--- src/rtl/sysbus_pkg.sv ---
// Shared constants and types for the system bus fabric: register map,
// slot geometry and wait-state FSM encoding.
package sysbus_pkg;

    localparam int SLOT_SIZE  = 32;
    localparam int SLOT_SHIFT = 5;

    localparam logic [1:0] REG_PEND = 2'd0;
    localparam logic [1:0] REG_MASK = 2'd1;
    localparam logic [1:0] REG_VEC  = 2'd2;
    localparam logic [1:0] REG_ERR  = 2'd3;

    typedef enum logic [1:0] {
        ST_IDLE = 2'd0,
        ST_WAIT = 2'd1,
        ST_DONE = 2'd2
    } wait_st_e;

    typedef struct packed {
        logic       io;
        logic       ctrl;
        logic [3:0] slot;
        logic [4:0] off;
    } dec_t;

endpackage

--- src/rtl/sysbus_fabric_irq_agg.sv ---
// Interrupt aggregator: per-source edge/level capture into a pending
// register, enable mask, lowest-index priority vector and registered irq.
import sysbus_pkg::*;

module irq_agg #(
    parameter int              NIRQ     = 4,
    parameter logic [NIRQ-1:0] IRQ_EDGE = '0
) (
    input  logic            clk,
    input  logic            rst,
    input  logic [NIRQ-1:0] irq_src,
    input  logic            pend_wr,
    input  logic            mask_wr,
    input  logic [NIRQ-1:0] wdata,
    output logic [NIRQ-1:0] pend,
    output logic [NIRQ-1:0] mask,
    output logic [7:0]      vec,
    output logic            irq
);

    logic [NIRQ-1:0] src_q;
    logic [NIRQ-1:0] set;
    logic [NIRQ-1:0] clr;
    logic [NIRQ-1:0] act;

    assign set = (irq_src & ~src_q & IRQ_EDGE) | (irq_src & ~IRQ_EDGE);
    assign clr = pend_wr ? wdata : '0;
    assign act = pend & mask;

    // Set is applied after clear so a still-active level source wins.
    always_ff @(posedge clk or negedge rst) begin
        if (!rst) begin
            src_q <= '0;
            pend  <= '0;
            mask  <= '0;
            irq   <= 1'b0;
        end else begin
            src_q <= irq_src;
            pend  <= (pend & ~clr) | set;
            if (mask_wr) mask <= wdata;
            irq   <= |act;
        end
    end

    always_comb begin
        vec = 8'h00;
        for (int k = NIRQ - 1; k >= 0; k--) begin
            if (act[k]) vec[2:0] = 3'(k);
        end
        vec[7] = |act;
    end

endmodule

--- src/rtl/sysbus_fabric.sv ---
// System bus fabric: I/O window decode, read mux, wait-state FSM driving
// the CPU hold line, bus-error capture and interrupt aggregation.
import sysbus_pkg::*;

module sysbus_fabric #(
    parameter int              NSLOTS    = 8,
    parameter logic [15:0]     IO_BASE   = 16'hE600,
    parameter int              CTRL_SLOT = 7,
    parameter int              NIRQ      = 4,
    parameter logic [NIRQ-1:0] IRQ_EDGE  = '0,
    parameter int              EXT_WAIT  = 1,
    parameter int              TIMEOUT   = 15
) (
    input  logic                clk,
    input  logic                rst,
    input  logic                vma,
    input  logic                rw,
    input  logic [15:0]         ad,
    input  logic [7:0]          cpu_do,
    output logic [7:0]          cpu_di,
    output logic                hold,
    output logic                irq,
    output logic [NSLOTS-1:0]   slot_cs,
    input  logic [8*NSLOTS-1:0] slot_do,
    input  logic [NSLOTS-1:0]   slot_rdy,
    output logic                ext_cs,
    input  logic [7:0]          ext_di,
    input  logic [NIRQ-1:0]     irq_src
);

    localparam int CW = 8;

    dec_t            dec;
    logic [16:0]     off_full;
    logic [7:0]      sel_do;
    logic            sel_rdy;
    logic            ext_wait;
    logic            slot_wait;
    logic            start_wait;
    wait_st_e        st, st_d;
    logic [CW-1:0]   cnt, cnt_d;
    logic            tmo, tmo_d;
    logic            err_set;
    logic            err_flag;
    logic [3:0]      err_slot;
    logic            wr;
    logic [NIRQ-1:0] pend, mask;
    logic [7:0]      vec;
    logic [7:0]      ctrl_rd;
    logic            unused_wdata;

    assign off_full = {1'b0, ad} - {1'b0, IO_BASE};
    assign dec.io   = !off_full[16] && (off_full < 17'(SLOT_SIZE * NSLOTS));
    assign dec.slot = off_full[SLOT_SHIFT +: 4];
    assign dec.off  = off_full[SLOT_SHIFT-1:0];
    assign dec.ctrl = dec.io && (dec.slot == 4'(CTRL_SLOT));

    for (genvar k = 0; k < NSLOTS; k++) begin : g_cs
        assign slot_cs[k] = vma && dec.io && (dec.slot == 4'(k)) && (k != CTRL_SLOT);
    end
    assign ext_cs = vma && !dec.io;

    always_comb begin
        sel_do  = 8'hFF;
        sel_rdy = 1'b1;
        for (int k = 0; k < NSLOTS; k++) begin
            if (dec.slot == 4'(k)) begin
                sel_do  = slot_do[8*k +: 8];
                sel_rdy = slot_rdy[k];
            end
        end
    end

    assign ext_wait   = (EXT_WAIT > 0) && !dec.io;
    assign slot_wait  = vma && dec.io && !dec.ctrl && !sel_rdy;
    assign start_wait = (vma && ext_wait) || slot_wait;

    always_ff @(posedge clk or negedge rst) begin
        if (!rst) begin
            st       <= ST_IDLE;
            cnt      <= '0;
            tmo      <= 1'b0;
            err_flag <= 1'b0;
            err_slot <= '0;
        end else begin
            st  <= st_d;
            cnt <= cnt_d;
            tmo <= tmo_d;
            if (err_set) begin
                err_flag <= 1'b1;
                err_slot <= dec.slot;
            end else if (wr && dec.off == {3'b000, REG_ERR}) begin
                err_flag <= 1'b0;
                err_slot <= '0;
            end
        end
    end

    // The CPU holds ad stable while stalled, so live decode steers WAIT.
    always_comb begin
        st_d    = st;
        cnt_d   = cnt;
        tmo_d   = 1'b0;
        err_set = 1'b0;
        case (st)
            ST_IDLE: begin
                if (vma && ext_wait) begin
                    cnt_d = CW'(EXT_WAIT - 1);
                    st_d  = (EXT_WAIT == 1) ? ST_DONE : ST_WAIT;
                end else if (slot_wait) begin
                    cnt_d = CW'(1);
                    if (TIMEOUT <= 1) begin
                        st_d    = ST_DONE;
                        tmo_d   = 1'b1;
                        err_set = 1'b1;
                    end else begin
                        st_d = ST_WAIT;
                    end
                end
            end
            ST_WAIT: begin
                if (!dec.io) begin
                    cnt_d = cnt - CW'(1);
                    if (cnt == CW'(1)) st_d = ST_DONE;
                end else if (sel_rdy) begin
                    st_d = ST_DONE;
                end else begin
                    cnt_d = cnt + CW'(1);
                    if (cnt == CW'(TIMEOUT - 1)) begin
                        st_d    = ST_DONE;
                        tmo_d   = 1'b1;
                        err_set = 1'b1;
                    end
                end
            end
            default: st_d = ST_IDLE;
        endcase
    end

    always_comb begin
        hold = 1'b0;
        if (rst) begin
            case (st)
                ST_IDLE: hold = start_wait;
                ST_WAIT: hold = 1'b1;
                default: hold = 1'b0;
            endcase
        end
    end

    assign wr           = vma && !rw && dec.ctrl && !hold;
    assign unused_wdata = ^cpu_do;

    irq_agg #(
        .NIRQ     (NIRQ),
        .IRQ_EDGE (IRQ_EDGE)
    ) u_irq (
        .clk     (clk),
        .rst     (rst),
        .irq_src (irq_src),
        .pend_wr (wr && dec.off == {3'b000, REG_PEND}),
        .mask_wr (wr && dec.off == {3'b000, REG_MASK}),
        .wdata   (cpu_do[NIRQ-1:0]),
        .pend    (pend),
        .mask    (mask),
        .vec     (vec),
        .irq     (irq)
    );

    always_comb begin
        ctrl_rd = 8'h00;
        if (dec.off[4:2] == 3'b000) begin
            case (dec.off[1:0])
                REG_PEND: ctrl_rd = 8'(pend);
                REG_MASK: ctrl_rd = 8'(mask);
                REG_VEC:  ctrl_rd = vec;
                default:  ctrl_rd = {err_flag, 3'b000, err_slot};
            endcase
        end
    end

    always_comb begin
        if (dec.ctrl)                cpu_di = ctrl_rd;
        else if (!dec.io)            cpu_di = ext_di;
        else if (st == ST_DONE && tmo) cpu_di = 8'hFF;
        else                         cpu_di = sel_do;
    end

endmodule
--- config.mk ---
export PLATFORM = sky130hd
export DESIGN_NAME = sysbus_fabric
export DESIGN_NICKNAME = d
export VERILOG_FILES = /design/src/rtl/sysbus_pkg.sv /design/src/rtl/sysbus_fabric_irq_agg.sv /design/src/rtl/sysbus_fabric.sv
export SDC_FILE = /design/constraint.sdc
export NUM_CORES = 1
export LEC_CHECK = 0
export BUFFER_PORTS_ARGS = -buffer_cell sky130_fd_sc_hd__buf_2
export CAP_MARGIN = 10
export CORE_MARGIN = 2
export CORE_UTILIZATION = 25
export CTS_CLUSTER_DIAMETER = 40
export DETAILED_ROUTE_END_ITERATION = 16
export PLACE_DENSITY = 0.58
export SYNTH_ARGS = -nofsm -noshare
export SYNTH_HDL_FRONTEND = slang
export SYNTH_HIERARCHICAL = 1
export SYNTH_SLANG_ARGS = --single-unit
--- constraint.sdc ---
create_clock -name clk -period 2.7 [get_ports clk]
set_input_delay 0.135 -clock clk [delete_from_list [all_inputs] [get_ports clk]]
set_output_delay 0.135 -clock clk [all_outputs]
set_load 0.01 [all_outputs]
==> qor.yml, run 1 <==
synthesis:
  synthesis.area_um2: 2620
  ys.flop_type: "dfrtp_1"
  ys_seq_area_frac: 0.239
  synth_edf_count: 0
  yosysWarnings: 6
  syn_inst: 318
  synthAdderAreaFrac: 0.0191
  synthSimpleGateAreaFrac: 0.289
  syn_area_per_cell_um2: 8.24
  ys_types: 71
  synth_compound_area_frac: 0.283
  synthMuxAreaShare: 0.0788
  ys_ff_latch: 25
  synthXorXnorAreaFrac: 0.00334
  async_flop_share: 1.00
  synth_top_family_by_area: "simple AND/OR/NAND/NOR gates"
power_and_ir_drop:
  p_clk_frac: 0.245
  power_frac_seq: 0.422
  switching_share: 0.349
  vdd_drop_max_mv: 0.167
  p_int_uw: 677
  power.total_mw: 1.04
  p_leak_nw: 1.48
  comb_power_share: 0.334
  power.density_nw_per_um2: 309
  switchingPower_uw: 362
drt:
  wire_per_inst_um: 15.7
  wl_met3_um: 441
  firstDrtPassIters: 4
  drt_iter0_drc: 189
  vias: 2920
  wl_met1_um: 3980
  top_layer: "met4"
  ant_nets: 0
  drcViolationCount: 0
  wl_um: 8880
  avgViaCountPerCell: 5.15
  met2_length_um: 4360
placed_design:
  routabilityCongestion: 0.841
  post-place-cells: 562
  io_buffers: 122
  post-dp-hpwl_um: 7190
global_routing:
  grt_pass1_wl_um: 14000
  grt_pass1_vias: 2843
  antenna_found_initial: 0
  grt_use_total: 0.153
  grt_max_degree: 28
  overflow: 0
critical_path:
  r2r_cells: 6
  r2r_end: "cnt[7]$_DFFE_PN0P_"
  cp-startpoint: "ad[5]"
  rr_startpoint: "cnt[1]$_DFFE_PN0P_"
  crit_path_start_kind: "input pin"
  end_kind: "output port"
  crit_path_max_fanout: 26
  endpoint: "hold"
  r2r_slack_ns: 0.54
  crit_arrival_ns: 2.20
  worstSetupPathType: "input pin to output port"
  cp.required_ns: 2.57
clock_network:
  cts_inserted_buffers: 3
  cts.sink_count: 25
  insertion_delay_ns: 0.29
  clockBufferDepth: 2
  cts_tree: "yes"
  cts_max_level: 1
  clk_pin_slew_ns: 0.11
  root_buffer: "clkbuf_8"
  cts-resized-gates: 0
floorplanning:
  rows: 37
  dieArea_um2: 11300
  ios: 131
  coreArea_um2: 10200
  initial_core_util: 0.256
  die_w_um: 106
  die_y_um: 106
sta:
  setup_tns_ns: 0
  worstMarginPinSlew_ns: 0.790
  period_share: 0.865
  rsz0062_at_grt: "false"
  slew_violations: 0
  fin_crit_ns: 2.33
  max_clock_freq_ghz: 0.428
  slew_headroom: 0.472
  fin_skew_ns: 0.00825
  finalSetupViolCount: 0
  hold_viol_final: 0
worst_hold_path:
  hold_path_class: "input pin to register"
  whs_path_depth: 2
run:
  cap_viol_max_count: 0
final_layout:
  multi_input_area_um2: 1790
  areaGrowthSynthToFinish_pct: 28.3
  drive_gt1_frac: 0.371
  fin_nets: 548
  seqCellArea_um2: 626
  instances_no_fill: 567
  diodes: 0
  n_fill_cell: 1111
run_status:
  outcome: "finished clean"
## registers in the layout (all words and copies together) (netlist names)
name / flops
tmo: 1
err_slot: 4
u_irq/irq: 1
u_irq/pend: 4
st: 2
err_flag: 1
cnt: 8
u_irq/mask: 4
## power by group through the flow
| stage | sequential, mW | combinational [mW] | clock, mW |
|---|---|---|---|
| 2_1_floorplan | 0.430 | 0.224 | 0 |
| 3_3_place_gp | 0.442 | 0.339 | 0 |
| 3_5_place_dp | 0.444 | 0.346 | 0 |
| 4_1_cts | 0.436 | 0.348 | 0.259 |
| 5_1_grt | 0.444 | 0.388 | 0.272 |
| 6_report | 0.438 | 0.347 | 0.254 |
## layer usage
layer / track usage / vias to the layer above
met5: 0 / -
met4: 0.0329 / 0
met3: 0.0190 / 8
met2: 0.267 / 82
met1: 0.203 / 1398
li1: - / 1432
## layout by cell type (no fill, tap or decap), types with 9 or more instances in the layout
master   count
buf_2      122
nand2_1     28
a21oi_1     26
dfrtp_1     25
nor2_1      22
o21ai_0     17
or3_1       12
o21ai_1     12
inv_1       10
nor3_1       9
a221o_1      9
buf_4        9
## worst max-delay path, stage by stage
cell and delay, ns:
buf_2 0.37, inv_1 0.20, or4_1 0.56, o21ai_2 0.14
o211ai_2 0.15, a311oi_1 0.43, buf_2 0.22
## worst min-delay path by stage
stage	from	end
after floorplan	rst	cnt[0]$_DFFE_PN0P_
after global placement	rst	cnt[7]$_DFFE_PN0P_
after detailed placement	rst	cnt[7]$_DFFE_PN0P_
after CTS	irq_src[3]	u_irq/pend[3]$_DFF_PN0_
after global routing	irq_src[0]	u_irq/pend[0]$_DFF_PN0_
final	irq_src[3]	u_irq/pend[3]$_DFF_PN0_
## stage by stage
stage                     instance area, um2  setup slack (ns)  hold WS (ns)  utilization
final                                   3360             0.365        0.0180        0.329
after global routing                    3360             0.196        0.0242        0.329
after CTS                               3360             0.373        0.0162        0.329
after detailed placement                3300             0.374         0.196        0.323
after global placement                  3300             0.363         0.197        0.323
after floorplan                         2640             0.616        -0.161            -
## cell usage after synthesis (7+ instances only)
master    count  area, um2
nand2_1      28        105
a21oi_1      26        130
dfrtp_1      25        626
nor2_1       22       82.6
o21ai_0      17       85.1
o21ai_1      12       60.1
or3_1        12       75.1
clkbuf_1     11       41.3
inv_1        10       37.5
a221o_1       9       90.1
nor3_1        9       45.0
nand3_1       8       40.0
buf_4         7       52.6
nor4_1        7       43.8
## timing repair
| item | in CTS | in global routing |
|---|---|---|
| endpoints found under the setup margin | 0 | 0 |
| buffers inserted | 0 | 0 |
| hold buffers | 1 | 0 |
| endpoints found under the hold margin | 25 | 0 |
## cell type report
cell class | count | share of cell area
multi-input combinational | 259 | 0.531
timing repair buffer | 132 | 0.205
sequential | 25 | 0.186
tap | 136 | 0.0506
clock buffer | 3 | 0.0123
inverter | 11 | 0.0123
clock inverter | 1 | 0.00261
## kinds of logic (layout without fill, tap and decap cells)
| kind of cell | Yosys count | after routing |
|---|---|---|
| and+or+nand+nor | 125 | 125 |
| AOI/OAI and AO/OA | 108 | 108 |
| buffers and inverters | 38 | 147 |
| DFF | 25 | 25 |
| muxes | 15 | 15 |
| adders and majority gates | 4 | 4 |
| other | 2 | 6 |
| xor gates and xnor gates | 1 | 1 |
No activity file was read; power rests on OpenSTA's default activity.
==> run 2, diff against run 1 <==
Settings changed: CORE_UTILIZATION 25 to 47, PLACE_DENSITY 0.58 to 0.9, SYNTH_HIERARCHICAL 1 to default.
==> qor.yml, run 2 <==
clock_network:
  clockBufferDepth: 2  # unchanged
  cts_inserted_buffers: 3  # unchanged
  clk_pin_slew_ns: 0.09  # -0.02 ns
  post-cts-setup-buffer-count: 0  # unchanged
  cts.sink_count: 25  # unchanged
  insertion_delay_ns: 0.28  # about the same
  cts_tree: "yes"
  root_buffer: "clkbuf_8"
  cts_max_level: 1  # unchanged
sta:
  fin_crit_ns: 2.34  # +0.00222 ns
  whs_ns: 0.0894  # +0.0714 ns
  period_share: 0.865  # about the same
  worstMarginPinSlew_ns: 0.855  # +0.0651 ns
  setup_tns_ns: 0  # unchanged
  slew_headroom: 0.430  # -0.0414
  rsz0062_at_grt: "false"
  max_clock_freq_ghz: 0.428  # about the same
  slew_violations: 0  # unchanged
  hold_viol_final: 0  # unchanged
  fin_skew_ns: 0.00283  # -0.00541 ns
  finalSetupViolCount: 0  # unchanged
worst_hold_path:
  hold_path_class: "input pin to register"
power_and_ir_drop:
  p_clk_frac: 0.232  # -0.013
  vdd_drop_max_mv: 0.155  # -7.3%
  power_frac_seq: 0.416  # -0.006
  power.density_nw_per_um2: 303  # -2.1%
  p_leak_nw: 1.48  # +0.45%
  switching_share: 0.348  # about the same
  switchingPower_uw: 358  # -1.2%
  power.total_mw: 1.03  # -1.2%
  comb_power_share: 0.352  # +0.018
  p_int_uw: 669  # -1.1%
synthesis:
  syn_area_per_cell_um2: 7.88  # -4.4%
  yosysWarnings: 0  # -6
  ys_types: 70  # -1.4%
  synth_common_cells: "nor2_1 (30), o21ai_0 (30), nand2_1 (27)"
  synth_edf_count: 0  # unchanged
  syn_inst: 343  # +7.9%
  synth_top_area_cell: "dfrtp_1"
  netlist.area_leader.share: 0.232  # -0.00719
  ys.flop_type: "dfrtp_1"
  synthesis.area_um2: 2700  # +3.1%
  ys_ff_latch: 25  # unchanged
  synth_nets: 459
  async_flop_share: 1.00  # unchanged
  ys_seq_area_frac: 0.232  # -0.00719
  synth_area_leaders: "dfrtp_1 (23%), o21ai_0 (5.6%), nor2_1 (4.2%)"
floorplanning:
  dieArea_um2: 6370  # -44%
  die_w_um: 79.8  # -25%
  die_y_um: 79.8  # -25%
  initial_core_util: 0.488  # +0.231
  ios: 131  # unchanged
  coreArea_um2: 5540  # -46%
  rows: 27  # -27%
final_layout:
  largest_reg_flops: 8  # unchanged
  fin_nets: 567  # +3.5%
  fin_area_um2: 3390  # +0.97%
  instances_no_fill: 522  # -7.9%
  diodes: 0  # unchanged
  seqCellArea_um2: 626  # unchanged
  final_cell_mix: "buf_2 (117), o21ai_0 (30), nor2_1 (30)"
  n_fill_cell: 491  # -56%
  drive_gt1_frac: 0.327  # -0.0446
  max_flop_register: "cnt"
  layout_commonest_cell: "buf_2"
  areaGrowthSynthToFinish_pct: 25.7
  multi_input_area_um2: 1950  # +9.2%
drt:
  drt_iter0_drc: 280  # +48%
  drcViolationCount: 0  # unchanged
  avgViaCountPerCell: 6.52  # +27%
  wl_um: 9300  # +4.7%
  wire_per_inst_um: 17.8  # +14%
  firstDrtPassIters: 5  # +1
  ant_nets: 0  # unchanged
  vias: 3404  # +17%
global_routing:
  grt_use_total: 0.282  # +0.129
  grt_pass1_vias: 3192  # +12%
  antenna_found_initial: 0  # unchanged
  overflow: 0  # unchanged
  grt_max_degree: 36  # +29%
  grt_pass1_wl_um: 14200  # +1.4%
critical_path:
  r2r_end: "cnt[5]$_DFFE_PN0P_"
  r2r_slack_ns: 0.64  # +0.10 ns
  endpoint: "cpu_di[0]"
  r2r_cells: 5  # -1
  cp.required_ns: 2.57  # about the same
  crit_arrival_ns: 2.20  # about the same
  end_kind: "output port"
  worstSetupPathType: "input pin to output port"
  cp-startpoint: "ad[6]"
  crit_path_max_fanout: 35  # +35%
  rr_startpoint: "cnt[2]$_DFFE_PN0P_"
  crit_path_start_kind: "input pin"
run_status:
  outcome: "finished clean"
placed_design:
  placed_area_um2: 3340  # +1.0%
  routabilityCongestion: 0.891  # +5.9%
  post-place-cells: 517  # -8.0%
  io_buffers: 117  # -4.1%
  post-dp-hpwl_um: 7270  # +1.2%
run:
  cap_viol_max_count: 0  # unchanged
[run 2: worst min path at each step]
stage,from,end,slack (ns),depth (start not counted)
4_1_cts,cpu_do[0],u_irq.mask[0]$_DFFE_PN0P_,0.09,2
2_1_floorplan,rst,cnt[0]$_DFFE_PN0P_,-0.16,0
5_1_grt,cpu_do[3],u_irq.mask[3]$_DFFE_PN0P_,0.09,2
3_5_place_dp,rst,cnt[5]$_DFFE_PN0P_,-0.05,1
6_report,cpu_do[0],u_irq.mask[0]$_DFFE_PN0P_,0.09,2
3_3_place_gp,rst,cnt[5]$_DFFE_PN0P_,-0.05,1
[run 2: power groups by stage]
stage | sequential, mW | combinational [mW] | clock [mW]
after floorplan | 0.421 | 0.216 | 0
after global placement | 0.431 | 0.338 | 0
after detailed placement | 0.433 | 0.350 | 0
after CTS | 0.426 | 0.354 | 0.241
after global routing | 0.432 | 0.393 | 0.261
final | 0.427 | 0.362 | 0.238
[run 2: layer usage]
metal,vias up,GRT usage,part of all wire,wire length [um]
li1,1551,-,-,-
met4,0,0.190,0.051,471
met2,238,0.494,0.49,4570
met1,1570,0.304,0.37,3430
met5,-,0,0,0
met3,45,0.0577,0.089,824
[run 2: final cells by class]
class | count | share of cell area
tap | 72 | 0.0265
sequential | 25 | 0.184
clock buffer | 3 | 0.0122
clock inverter | 1 | 0.00221
timing repair buffer | 127 | 0.195
inverter | 4 | 0.00442
multi-input combinational | 290 | 0.575
[run 2: cells by family (layout without fill, tap and decap cells)]
logic type	Yosys count	after routing	synth area share
xor+xnor	1	1	0.00324
simple gates	149	149	0.315
mux	12	12	0.0611
buf+inv	28	135	0.0459
fa+ha+maj	4	4	0.0185
compound gates	123	123	0.323
other cells	1	1	0.00139
flops	25	25	0.232
[run 2: through the flow]
stage          utilization  worst slack [ns]
3_5_place_dp         0.602             0.341
5_1_grt              0.613             0.283
4_1_cts              0.613             0.434
6_report             0.613             0.363
2_1_floorplan            -             0.750
3_3_place_gp         0.602             0.420
[run 2: critical path: stages]
cell,delay (ns)
buf_2,0.28
or3b_1,0.57
nor2_1,0.44
a221o_1,0.23
o21ai_0,0.12
a31oi_1,0.24
buf_2,0.17
[run 2: timing repair]
item	in CTS	in global routing
resized for setup	0	0
setup endpoints to repair	0	0
hold buffers	1	0
endpoints found under the hold margin	25	0
